$ cat src/rtl/rvx_core_trap_sequencer.sv
// Trap sequencer for the RVX core: accepts exceptions/interrupts, sequences mret and wfi,
// and drives fetch redirect and stage-1 flush. Define RVX_WFI_EN to enable the WAIT_FOR_INTERRUPT state.
module rvx_core_trap_sequencer (
  input  logic        clock,
  input  logic        reset_n,
  input  logic        clock_enable,
  input  logic        ecall_s1,
  input  logic        ebreak_s1,
  input  logic        mret_s1,
  input  logic        wfi_s1,
  input  logic        illegal_instruction_s1,
  input  logic        misaligned_instruction_address_s1,
  input  logic        misaligned_load_s1,
  input  logic        misaligned_store_s1,
  input  logic        interrupt_pending_s1,
  input  logic        global_interrupt_enable_s1,
  input  logic [31:0] trap_handler_address_s1,
  input  logic [31:0] exception_address_s1,
  output logic [3:0]  current_state_s1,
  output logic        take_trap_s1,
  output logic        pc_redirect_s1,
  output logic [31:0] pc_redirect_address_s1,
  output logic        flush_s1
);

  typedef enum logic [3:0] {
    ST_RESET              = 4'd0,
    ST_OPERATING          = 4'd1,
    ST_TRAP_TAKEN         = 4'd2,
    ST_TRAP_RETURN        = 4'd3,
    ST_WAIT_FOR_INTERRUPT = 4'd4
  } state_t;

  state_t      r_state;
  state_t      w_next_state;
  logic        w_exception;
  logic        w_interrupt_taken;
  logic        w_wfi_request;
  logic        w_take_trap;
  logic        w_pc_redirect;
  logic [31:0] w_pc_redirect_address;
  logic        w_flush;

  assign w_exception = illegal_instruction_s1 | ecall_s1 | ebreak_s1 |
                       misaligned_instruction_address_s1 | misaligned_load_s1 |
                       misaligned_store_s1;
  assign w_interrupt_taken = interrupt_pending_s1 & global_interrupt_enable_s1;

`ifdef RVX_WFI_EN
  assign w_wfi_request = wfi_s1;
`else
  // wfi is a plain NOP in this build.
  logic w_unused_wfi;
  assign w_unused_wfi  = wfi_s1;
  assign w_wfi_request = 1'b0;
`endif

  // NOTE: every signal gets a default before the case so no path leaves it unassigned (no latches).
  always_comb begin
    w_next_state          = ST_RESET;
    w_take_trap           = 1'b0;
    w_pc_redirect         = 1'b0;
    w_pc_redirect_address = 32'h0;
    w_flush               = 1'b1;
    case (r_state)
      ST_RESET: w_next_state = ST_OPERATING;
      ST_OPERATING: begin
        w_take_trap = w_exception | w_interrupt_taken;
        w_flush     = w_take_trap | mret_s1;
        if (w_take_trap)        w_next_state = ST_TRAP_TAKEN;
        else if (mret_s1)       w_next_state = ST_TRAP_RETURN;
        else if (w_wfi_request) w_next_state = ST_WAIT_FOR_INTERRUPT;
        else                    w_next_state = ST_OPERATING;
      end
      ST_TRAP_TAKEN: begin
        w_pc_redirect         = 1'b1;
        w_pc_redirect_address = trap_handler_address_s1;
        w_next_state          = ST_OPERATING;
      end
      ST_TRAP_RETURN: begin
        w_pc_redirect         = 1'b1;
        w_pc_redirect_address = exception_address_s1;
        w_next_state          = ST_OPERATING;
      end
`ifdef RVX_WFI_EN
      // Wake on any pending interrupt, even with MIE clear.
      ST_WAIT_FOR_INTERRUPT:
        w_next_state = interrupt_pending_s1 ? ST_OPERATING : ST_WAIT_FOR_INTERRUPT;
`endif
      default: w_next_state = ST_RESET;
    endcase
  end

  // NOTE: state registers use non-blocking assignment so all flops update together at the edge.
  always_ff @(posedge clock) begin
    if (!reset_n)          r_state <= ST_RESET;
    else if (clock_enable) r_state <= w_next_state;
  end

  assign current_state_s1       = r_state;
  assign take_trap_s1           = w_take_trap;
  assign pc_redirect_s1         = w_pc_redirect;
  assign pc_redirect_address_s1 = w_pc_redirect_address;
  assign flush_s1               = w_flush;

endmodule
$ cat config.mk
export PLATFORM = sky130hd
export DESIGN_NAME = rvx_core_trap_sequencer
export DESIGN_NICKNAME = d
export VERILOG_FILES = /design/src/rtl/rvx_core_trap_sequencer.sv
export SDC_FILE = /design/constraint.sdc
export NUM_CORES = 1
export LEC_CHECK = 0
export CAP_MARGIN = 30
export CORE_MARGIN = 10
export CORE_UTILIZATION = 19
export CTS_BUF_LIST = sky130_fd_sc_hd__clkbuf_2
export DETAILED_ROUTE_END_ITERATION = 8
export PLACE_DENSITY = 0.8
export SLEW_MARGIN = 30
export SYNTH_ARGS = -nofsm -noshare
export SYNTH_HDL_FRONTEND = slang
export SYNTH_SLANG_ARGS = --single-unit
$ cat constraint.sdc
create_clock -name clock -period 1 [get_ports clock]
set_input_delay 0.1 -clock clock [delete_from_list [all_inputs] [get_ports clock]]
set_output_delay 0.1 -clock clock [all_outputs]
set_load 0.05 [all_outputs]
==> results_dict.tcl, run 1 <==
set metrics [dict create \
    error "[ERROR DPL-0033] detailed placement checks failed during check placement." \
    ys_seq_area_share_pct 6.36 \
    syn_area_um2 629 \
    synth_edf_count 0 \
    cts.sink_count 2 \
    dp_hpwl_um 4220 \
    numPortBuffers 112 \
    gp_congestion 0.694 \
    synth_top_area_cell "mux2i_1" \
    std_cell_rows 20 \
    cts_hold_buf 0 \
    synth_most_common_cell "nor2_1" \
    ys_dominant_reg_cell "dfxtp_1" \
    start_util_pct 20.3 \
    grt_max_degree 18 \
    endpoint_type "output port" \
    die_h_um 77.6 \
    cts_buffer_depth 2 \
    cts-buffers-inserted 3 \
    yosysWarningCount 0 \
    synth_commonest_cells "nor2_1 (33), mux2i_1 (32), clkbuf_1 (4)" \
    htreeDepth 1 \
    async_flop_share_pct 0 \
    grt_antenna_before_repair 3 \
    io_pins 116 \
    flow.stopped_at "global routing (5_1_grt)" \
    synth_area_leaders "mux2i_1 (51%), nor2_1 (20%), dfxtp_1 (6.4%)" \
    netlist_instances 90 \
    yosys.area.top_type_share_pct 50.9 \
    crit_endpoint "pc_redirect_address_s1[8]" \
    post_dp_cell_area_mm2 0.00250 \
    die_x_um 77.6 \
    clockRootBuffer "clkbuf_2" \
    synth_cell_types 18 \
    synth_seq_cells 2 \
    status "stopped before the end" \
    syn_avg_cell_area_um2 6.99 \
]
[cell families after synthesis]
| family | count (synthesis) | synth area share, % |
|---|---|---|
| other | 1 | 0.596 |
| DFF | 2 | 6.36 |
| muxes | 32 | 50.9 |
| AOI/OAI and AO/OA | 5 | 6.56 |
| and+or+nand+nor | 39 | 26.6 |
| buffers and inverters | 11 | 8.94 |
[timing repair]
action	in CTS
gates resized for setup	69
setup endpoints to repair	36
pin swaps	6
buffers inserted	11
[metrics by stage]
stage | instances | setup slack, ns
global placement | 248 | -0.648
floorplan | 91 | -0.262
detailed placement | 248 | -0.670
CTS | 259 | -0.441
==> run 2, diff against run 1 <==
Settings changed: CORE_AREA from default to 10 10 71 73, CORE_MARGIN 10 to default, CORE_UTILIZATION 19 to default, CTS_BUF_LIST sky130_fd_sc_hd__clkbuf_2 to default, DIE_AREA from default to 0 0 81 83, PLACE_DENSITY 0.8 to default, PLACE_DENSITY_LB_ADDON from default to 0.15.
Clock period 1 ns to 1.3 ns, I/O delays scaled along.
==> run 2 against run 1 <==
Compared with the run above: the flow now finishes, with violations (setup timing); synthesized area unchanged; synthesized cell count unchanged.
==> results_dict.tcl, run 2 <==
set metrics [dict create \
    status "finished, violations left" \
    violations "setup timing" \
    via_count 1161 \
    std_cell_rows 22 \
    yosys.area.top_type_share_pct 50.9 \
    cp_slowest_stage_delay_ns 0.44 \
    start_util_pct 17.3 \
    reg2reg_slack_ns 0.23 \
    cts.sink_count 2 \
    synth_edf_count 0 \
    clock_skew_ns 0.00692 \
    synth_commonest_cells "nor2_1 (33), mux2i_1 (32), clkbuf_1 (4)" \
    path_class "reg2out" \
    grt_pass1_wl_um 7420 \
    synthAdderAreaFrac_pct 0 \
    p_seq_share_pct 5.6 \
    fin_setup_tns_ns -4.56 \
    switching_share_pct 39.3 \
    cpMaxStageDelayCell "dfxtp_4" \
    grt_antenna_before_repair 0 \
    yosys.area_share.simple_pct 26.6 \
    via_per_inst 4.55 \
    gp_congestion 0.815 \
    post-route-cell-area_mm2 0.00282 \
    ys_dominant_reg_cell "dfxtp_1" \
    fin_cells 255 \
    p_leak_nw 0.947 \
    setup_violations 34 \
    hold_viol 0 \
    max_freq_ghz 0.681 \
    rsz0062_at_grt "true" \
    clockRootBuffer "clkbuf_8" \
    htreeDepth 1 \
    hold_start "misaligned_instruction_address_s1" \
    synth.area.mux_share_pct 50.9 \
    cts_buffer_depth 2 \
    clkPwrFrac_pct 17.3 \
    syn_area_um2 629 \
    numPortBuffers 112 \
    hold_depth 5 \
    die_area_mm2 0.00672 \
    routed_wirelength_um 5030 \
    r2r_start "current_state_s1[0]" \
    critPathRequiredTime_ns 1.17 \
    cts-buffers-inserted 3 \
    synth_xor_area_share_pct 0 \
    grt_overflow_total 0 \
    drt_iter0_drc 28 \
    period_share_pct 113 \
    diodes 0 \
    mostFrequentLayoutCell "clkdlybuf4s50_1" \
    synth_compound_area_share_pct 6.56 \
    post-place-cells 250 \
    die_h_um 83 \
    setup_ws_ns -0.168 \
    synth_top_area_cell "mux2i_1" \
    ys_seq_area_share_pct 6.36 \
    largest_register_ff_count 2 \
    reg2reg_to "current_state_s1[1]" \
    final_antenna_net_count 0 \
    synth_area_leaders "mux2i_1 (51%), nor2_1 (20%), dfxtp_1 (6.4%)" \
    maxSlewViolCount 0 \
    grt_max_degree 20 \
    whs_ns 0.340 \
    synth_seq_cells 2 \
    mostFrequentLayoutCells "clkdlybuf4s50_1 (67), mux2i_4 (30), nor2_4 (30)" \
    crit_path_start_kind "flop" \
    switchingPower_uw 559 \
    cts_tree "built" \
    cap_violations 0 \
    p_int_uw 864 \
    dp_hpwl_um 3940 \
    hold_end "current_state_s1[0]" \
    area_delta_synth_final_pct 347 \
    pwr-share-comb_pct 77.1 \
    synth_top_family_by_area "multiplexers" \
    post_dp_cell_area_mm2 0.00224 \
    fp.coreArea_mm2 0.00363 \
    fin_total_pwr_mw 1.42 \
    clk_pin_slew_ns 0.03 \
    yosysWarningCount 0 \
    synth_most_common_cell "nor2_1" \
    cts_hold_buf 0 \
    first_pass_iters 4 \
    hold_class "in2reg" \
    netlist_instances 90 \
    grt_use_total_pct 13.9 \
    reg2regPathDepth 4 \
    syn_avg_cell_area_um2 6.99 \
    post-route-min-period_ns 1.47 \
    crit_arrival_ns 1.34 \
    cp-end-kind "output pin" \
    wl_per_cell_um 19.7 \
    die_x_um 81 \
    grt_pass1_vias 1389 \
    worstPathCellList "buf_12 > mux2i_4 > nor2_4 > buf_6" \
    drcViolationCount 0 \
    clk_latency_ns 0.21 \
    synth_cell_types 18 \
    crit_path_max_fanout 8 \
    ir_drop_uv 267 \
    drive_above_1_share_pct 61.4 \
    async_flop_share_pct 0 \
    final_nets 286 \
    p_per_area_mw_per_mm2 505 \
    io_pins 116 \
]
-- run 2: metrics by stage --
stage	setup WS, ns	utilization, %
6_report	-0.168	77.5
5_1_grt	-0.207	77.5
4_1_cts	-0.161	71.0
3_5_place_dp	-0.430	61.7
3_3_place_gp	-0.408	61.7
2_1_floorplan	0.00783	-
-- run 2: worst max path at each step --
| stage | cells past startpoint | from | endpoint | slack, ns |
|---|---|---|---|---|
| 2_1_floorplan | 2 | current_state_s1[0] | flush_s1 | 0.008 |
| 3_3_place_gp | 5 | illegal_instruction_s1 | flush_s1 | -0.41 |
| 3_5_place_dp | 5 | interrupt_pending_s1 | flush_s1 | -0.43 |
| 4_1_cts | 4 | current_state_s1[0] | pc_redirect_address_s1[14] | -0.16 |
| 5_1_grt | 4 | current_state_s1[0] | pc_redirect_address_s1[4] | -0.21 |
| 6_report | 4 | current_state_s1[0] | pc_redirect_address_s1[31] | -0.17 |
-- run 2: worst max-delay path, delay by kind of cell (launching register included) --
family        cells  cell delay (ns)
buf+inv           2             0.35
flops             1             0.44
mux               1             0.27
simple gates      1             0.06
-- run 2: area by class of cell --
class,count,area [um^2]
clock buffer,3,41.3
timing repair buffer,123,1510
sequential,2,47.5
multi-input combinational,78,1150
fill,247,818
inverter,1,3.75
tap,48,60.1
-- run 2: cells by family (layout without fill, tap and decap cells) --
kind of cell	after synthesis	in the layout
other cells	1	2
compound gates	5	5
mux	32	32
simple gates	39	39
buf+inv	11	127
flops	2	2
-- run 2: per-layer routing --
layer | GRT usage [%] | vias up | share of wire (%)
li1 | - | 551 | -
met2 | 27.2 | 65 | 59
met4 | 4.38 | 0 | 0.88
met3 | 4.96 | 4 | 9.4
met1 | 12.3 | 541 | 30
met5 | 0 | - | 0
-- run 2: power by group through the flow --
stage                     registers (mW)  clock network [mW]  logic, mW
after floorplan                   0.0840                   0      0.408
after global placement            0.0749                   0      0.807
after detailed placement          0.0745                   0      0.826
after CTS                         0.0778               0.249      0.982
after global routing              0.0799               0.261       1.14
final                             0.0794               0.247       1.10
-- run 2: what timing repair did --
item | in CTS | in global routing
gates cloned | 1 | 1
pin swaps | 13 | 24
setup endpoints to repair | 35 | 34
buffers inserted | 1 | 0
gates resized for setup | 87 | 36
Power figures use the tool's default switching activity.
==> run 3, diff against run 2 <==
Settings changed: TNS_END_PERCENT from default to 100.
==> results of run 3 <==
The final DEF is identical to that of run 2; final timing and power are the same.
==> patch 1 (settings of run 3) <==
Put a register stage on the output `flush_s1`, cleared by the reset. The value now appears one clock later. The other outputs are not delayed to match.
--- a/src/rtl/rvx_core_trap_sequencer.sv
+++ b/src/rtl/rvx_core_trap_sequencer.sv
@@ -101,6 +101,12 @@
   assign take_trap_s1           = w_take_trap;
   assign pc_redirect_s1         = w_pc_redirect;
   assign pc_redirect_address_s1 = w_pc_redirect_address;
-  assign flush_s1               = w_flush;
+  always_ff @(posedge clock) begin
+    if (!reset_n) begin
+      flush_s1 <= '0;
+    end else begin
+      flush_s1 <= w_flush;
+    end
+  end
 
 endmodule
Function: changed (Yosys sat finds a counterexample within 4 cycles, from zero or initial values and one cycle with reset_n low).
==> patch 1 against run 3 <==
  * The flow still finishes with violations (negative setup slack)
  * Sequential cell count grew 1
  * Synthesized area up 6.8%
  * Routed wire length grew 0.22%
  * Power is 7.1% higher
  * Worst setup slack gained 10 ps
  * Clock skew is 5.3 ps lower
  * Design area increased by 4.5%
  * Critical path depth unchanged
  * Cell count is 0.78% higher
==> patch 1: results (changes against run 3) <==
[metrics] count of routing violations after the opening detailed-route iteration: 24 (-14%)
[metrics] met2 GRT Util: 22.62% (-4.6 points)
[metrics] slack of the critical path: -157.3 ps (+10.43 ps)
[metrics] run status: finished with violations
[metrics] worst-case register-to-register setup slack: 140 ps (-90 ps)
[metrics] number of distinct library cell variants in the gate-level netlist after synthesis: 17 (-1)
[metrics] Reg2Reg Capture Point: flush_s1
[metrics] Placed Area: 2515 um^2 (+12%)
[metrics] failing checks: negative setup slack
[metrics] maximum single-stage delay on the critical path: 420 ps (-20 ps)
[metrics] portion of the post-synthesis area used by sequential elements: 8.939% (+2.6 points)
[metrics] post-detail-place hpwl: 3878 um (-1.5%)
[metrics] met1 GRT Util: 11.33% (-0.96 points)
[metrics] ranking of synthesized cells by instance count: mux2i_1 (33), nor2_1 (33), buf_4 (5), clkbuf_1 (4), dfxtp_1 (3)
[metrics] Total Negative Setup Slacks: -4097 ps (+459.5 ps)
[metrics] worst slack, placed: -165.3 ps (+265.1 ps)
[metrics] Total GRT Usage: 12.66% (-1.2 points)
[metrics] share of layout cells above drive strength 1: 59.33% (-2.0 points)
[metrics] antenna cell count: 0 (unchanged)
[metrics] vias: 1151 (-0.86%)
[metrics] worst vdd rail ir drop: 306.7 uV (+15%)
[metrics] largest net degree at the start of global routing: 22 (+10%)
[metrics] via-per-instance ratio: 4.479 (-1.6%)
[metrics] r2r worst-path depth: 3 (-1)
[metrics] endpoint of the most critical setup path: pc_redirect_address_s1[19]
[metrics] final setup skew: 1.650 ps (-5.274 ps)
[metrics] # nets final: 287 (+0.35%)
[metrics] total of endpoints with negative setup slack in the final report: 33 (-2.9%)
[metrics] per-cell routed wire length: 19.60 um (-0.56%)
[metrics] arrival time worst endpoint: 1330 ps
[metrics] summed area of non-filler cells in the final layout: 2943 um^2 (+4.5%)
==> patch 1: repair_timing <==
action	CTS	global route
resized for setup	28	26
pin swaps	1	8
setup buffers	1	1
gates cloned	0	3
endpoints found under the setup margin	33	35
==> patch 1: layout make-up <==
type                            count  area share (%)
Multi-Input combinational cell     77           37.12
Sequential cell                     3           2.296
Tap cell                           48           2.041
Clock buffer                        4           1.531
Timing Repair Buffer              124           56.85
Inverter                            1          0.1701
==> patch 1: power by group <==
part | total [W] | internal, W | switching, W
logic | 0.00115 | 0.000633 | 0.000514
registers | 0.000113 | 0.0000981 | 0.0000147
clock network | 0.000264 | 0.000209 | 0.0000553
==> patch 1: per-layer routing <==
metal  vias to the layer above  share of wire, %
met5                         -                 0
met4                         0               1.3
met3                         4                13
met2                        73                53
met1                       525                33
li1                        549                 -
==> patch 1: cell families after synthesis <==
group                  count (synthesis)  share of synthesized area (%)
AND/OR/NAND/NOR                       36                          23.46
AO/OA/AOI/OAI                          6                          8.751
flip-flops                             3                          8.939
other                                  1                         0.5581
multiplexers                          33                          49.16
buffers and inverters                 11                          9.123
==> patch 1: how the worst min path moves through the flow <==
stage / slack, ps / cells past startpoint / to / start
global route: 430 / 4 / flush_s1 / misaligned_load_s1
global placement: 580 / 1 / flush_s1 / flush_s1
finish: 400 / 4 / flush_s1 / misaligned_load_s1
CTS: 530 / 2 / current_state_s1[1] / reset_n
floorplan: 250 / 1 / current_state_s1[1] / reset_n
detailed placement: 590 / 1 / flush_s1 / flush_s1
==> patch 1: worst max-delay path, delay by kind of cell (launching register included) <==
family / cells / cell delay, ps
DFF: 1 / 420
muxes: 1 / 270
buffers and inverters: 2 / 370
and+or+nand+nor: 1 / 60
==> patch 2 (flow settings as in run 3) <==
Made on the original files. Add a define of `RVX_WFI_EN`.
--- a/src/rtl/rvx_core_trap_sequencer.sv
+++ b/src/rtl/rvx_core_trap_sequencer.sv
@@ -1,5 +1,7 @@
 // Trap sequencer for the RVX core: accepts exceptions/interrupts, sequences mret and wfi,
 // and drives fetch redirect and stage-1 flush. Define RVX_WFI_EN to enable the WAIT_FOR_INTERRUPT state.
+`define RVX_WFI_EN
+
 module rvx_core_trap_sequencer (
   input  logic        clock,
   input  logic        reset_n,
Check against the original RTL: not equivalent (a bounded check fails within 4 cycles, from zero or initial values and one cycle with reset_n low).
==> patch 2 against run 3 <==
  * The flow still finishes with violations (negative setup slack)
  * Global-route usage up 7.5 points
  * Via count up 20%
  * Register-to-register slack worse by 320 ps
  * Power up 12%
  * Routed wire length up 45%
  * Worst setup slack worse by 72 ps
  * Synthesized area up 14%
  * Design area up 17%
  * Sequential cell count up 1
  * Largest cell class unchanged
  * Highest routed layer unchanged
==> patch 2: results (changes against run 3) <==
[metrics] Total GRT Usage: 21.38% (+7.5 points)
[metrics] number of filler instances in the final layout: 133 (-46%)
[metrics] count of routing violations after the opening detailed-route iteration: 31 (+11%)
[metrics] number of optimization iterations in the first detailed-route pass: 6 (+2)
[metrics] met2 GRT Util: 38.33% (+11 points)
[metrics] ranking of synthesized cells by instance count: nor2_1 (35), mux2i_1 (32), inv_1 (4)
[metrics] met3 usage in global routing: 7.112% (+2.2 points)
[metrics] max reg flops: 3 (+1)
[metrics] final setup skew: 4.527 ps (-2.398 ps)
[metrics] cell type group with the largest total delay on the critical path: simple AND/OR/NAND/NOR gates
[metrics] largest driver fanout on the critical path: 3 (-5)
[metrics] share of layout cells above drive strength 1: 60.00% (-1.4 points)
[metrics] largest cells by area after synthesis: mux2i_1 (45%), nor2_1 (18%), dfxtp_1 (8.4%)
[metrics] leakage power: 1.108 nW (+17%)
[metrics] worst vdd rail ir drop: 629.9 uV (+140%)
[metrics] gp weighted congestion: 0.7430 (-8.8%)
[metrics] Port Buffers: 114 (+1.8%)
[metrics] portion of the post-synthesis area used by sequential elements: 8.406% (+2.0 points)
[metrics] total of endpoints with negative setup slack in the final report: 37 (+8.8%)
[metrics] arrival time worst endpoint: 1410 ps (+70 ps)
[metrics] wire length of the first global-routing pass: 10990 um (+48%)
[metrics] clock latency on the worst-skew pair: 230 ps (+20 ps)
[metrics] number of global-route vias before repair: 1663 (+20%)
[metrics] run status: finished with violations
[metrics] Placed Area: 2648 um^2 (+18%)
[metrics] # nets final: 313 (+9.4%)
[metrics] failing checks: negative setup slack
[metrics] vias: 1393 (+20%)
[metrics] slack of the critical path: -239.9 ps (-72.20 ps)
[metrics] dominant synthesized flop cell: dfxtp_1
[metrics] number of distinct library cell variants in the gate-level netlist after synthesis: 23 (+5)
[metrics] largest net degree at the start of global routing: 12 (-40%)
patch 2: layer usage:
layer	vias to the layer above	wire length, um	share of wire [%]
met4	0	197	2.7
li1	632	-	-
met1	657	2524	35
met3	15	672	9.2
met2	89	3890	53
met5	-	0	0
patch 2: logic make-up after synthesis:
| family | share of synthesized area (%) |
|---|---|
| and+or+nand+nor | 25.39 |
| muxes | 44.83 |
| buffers and inverters | 7.355 |
| AOI/OAI and AO/OA | 13.48 |
| DFF | 8.407 |
| other | 0.5249 |
patch 2: what timing repair did:
item                                    CTS  global route
gates resized for setup                  86            15
setup buffers                             9             3
endpoints found under the setup margin   38            37
gates cloned                              4             0
pin swaps                                30             8
patch 2: power breakdown:
group	leakage, nW	internal (W)	total, W	switching, W
Combinational	1.06	0.000667	0.00120	0.000534
Sequential	0.0267	0.0000967	0.000109	0.0000124
Clock	0.0228	0.000210	0.000283	0.0000727
Total	1.11	0.000974	0.00159	0.000619
patch 2: layout make-up:
type / instances / area [um^2] / area share, %
multi-input cells: 87 / 1267 / 38.36
flip-flops and latches: 3 / 71.32 / 2.158
inverters: 4 / 21.27 / 0.6437
repair buffers: 137 / 1839 / 55.66
well taps: 48 / 60.06 / 1.817
clock buffers: 4 / 45.04 / 1.363
patch 2: path summary, 6_finish.rpt:
path | start | end | slack, ps | cells after the start
max | misaligned_load_s1 | flush_s1 | -240 | 6
min | interrupt_pending_s1 | current_state_s1[2] | 590 | 5
max reg2reg | current_state_s1[0] | current_state_s1[2] | -90 | 6
min reg2reg | current_state_s1[1] | current_state_s1[2] | 730 | 3
patch 2: through the flow:
stage	power [W]	setup TNS (ps)	std cells	setup slack, ps	util (%)
6_report	0.001593	-5807	283	-239.9	90.94
4_1_cts	0.001551	-5877	283	-283.0	90.19
3_5_place_dp	0.0009422	-2583	266	-558.1	72.87
5_1_grt	0.001646	-7104	283	-303.5	90.94
3_3_place_gp	0.0009230	-2466	266	-550.7	72.87
2_1_floorplan	0.0005143	-556.4	102	-146.7	-
patch 2: worst min-delay path, delay by kind of cell:
kind / cells / cell delay [ps]
and+or+nand+nor: 1 / 60
buffers and inverters: 2 / 330
AOI/OAI and AO/OA: 2 / 250
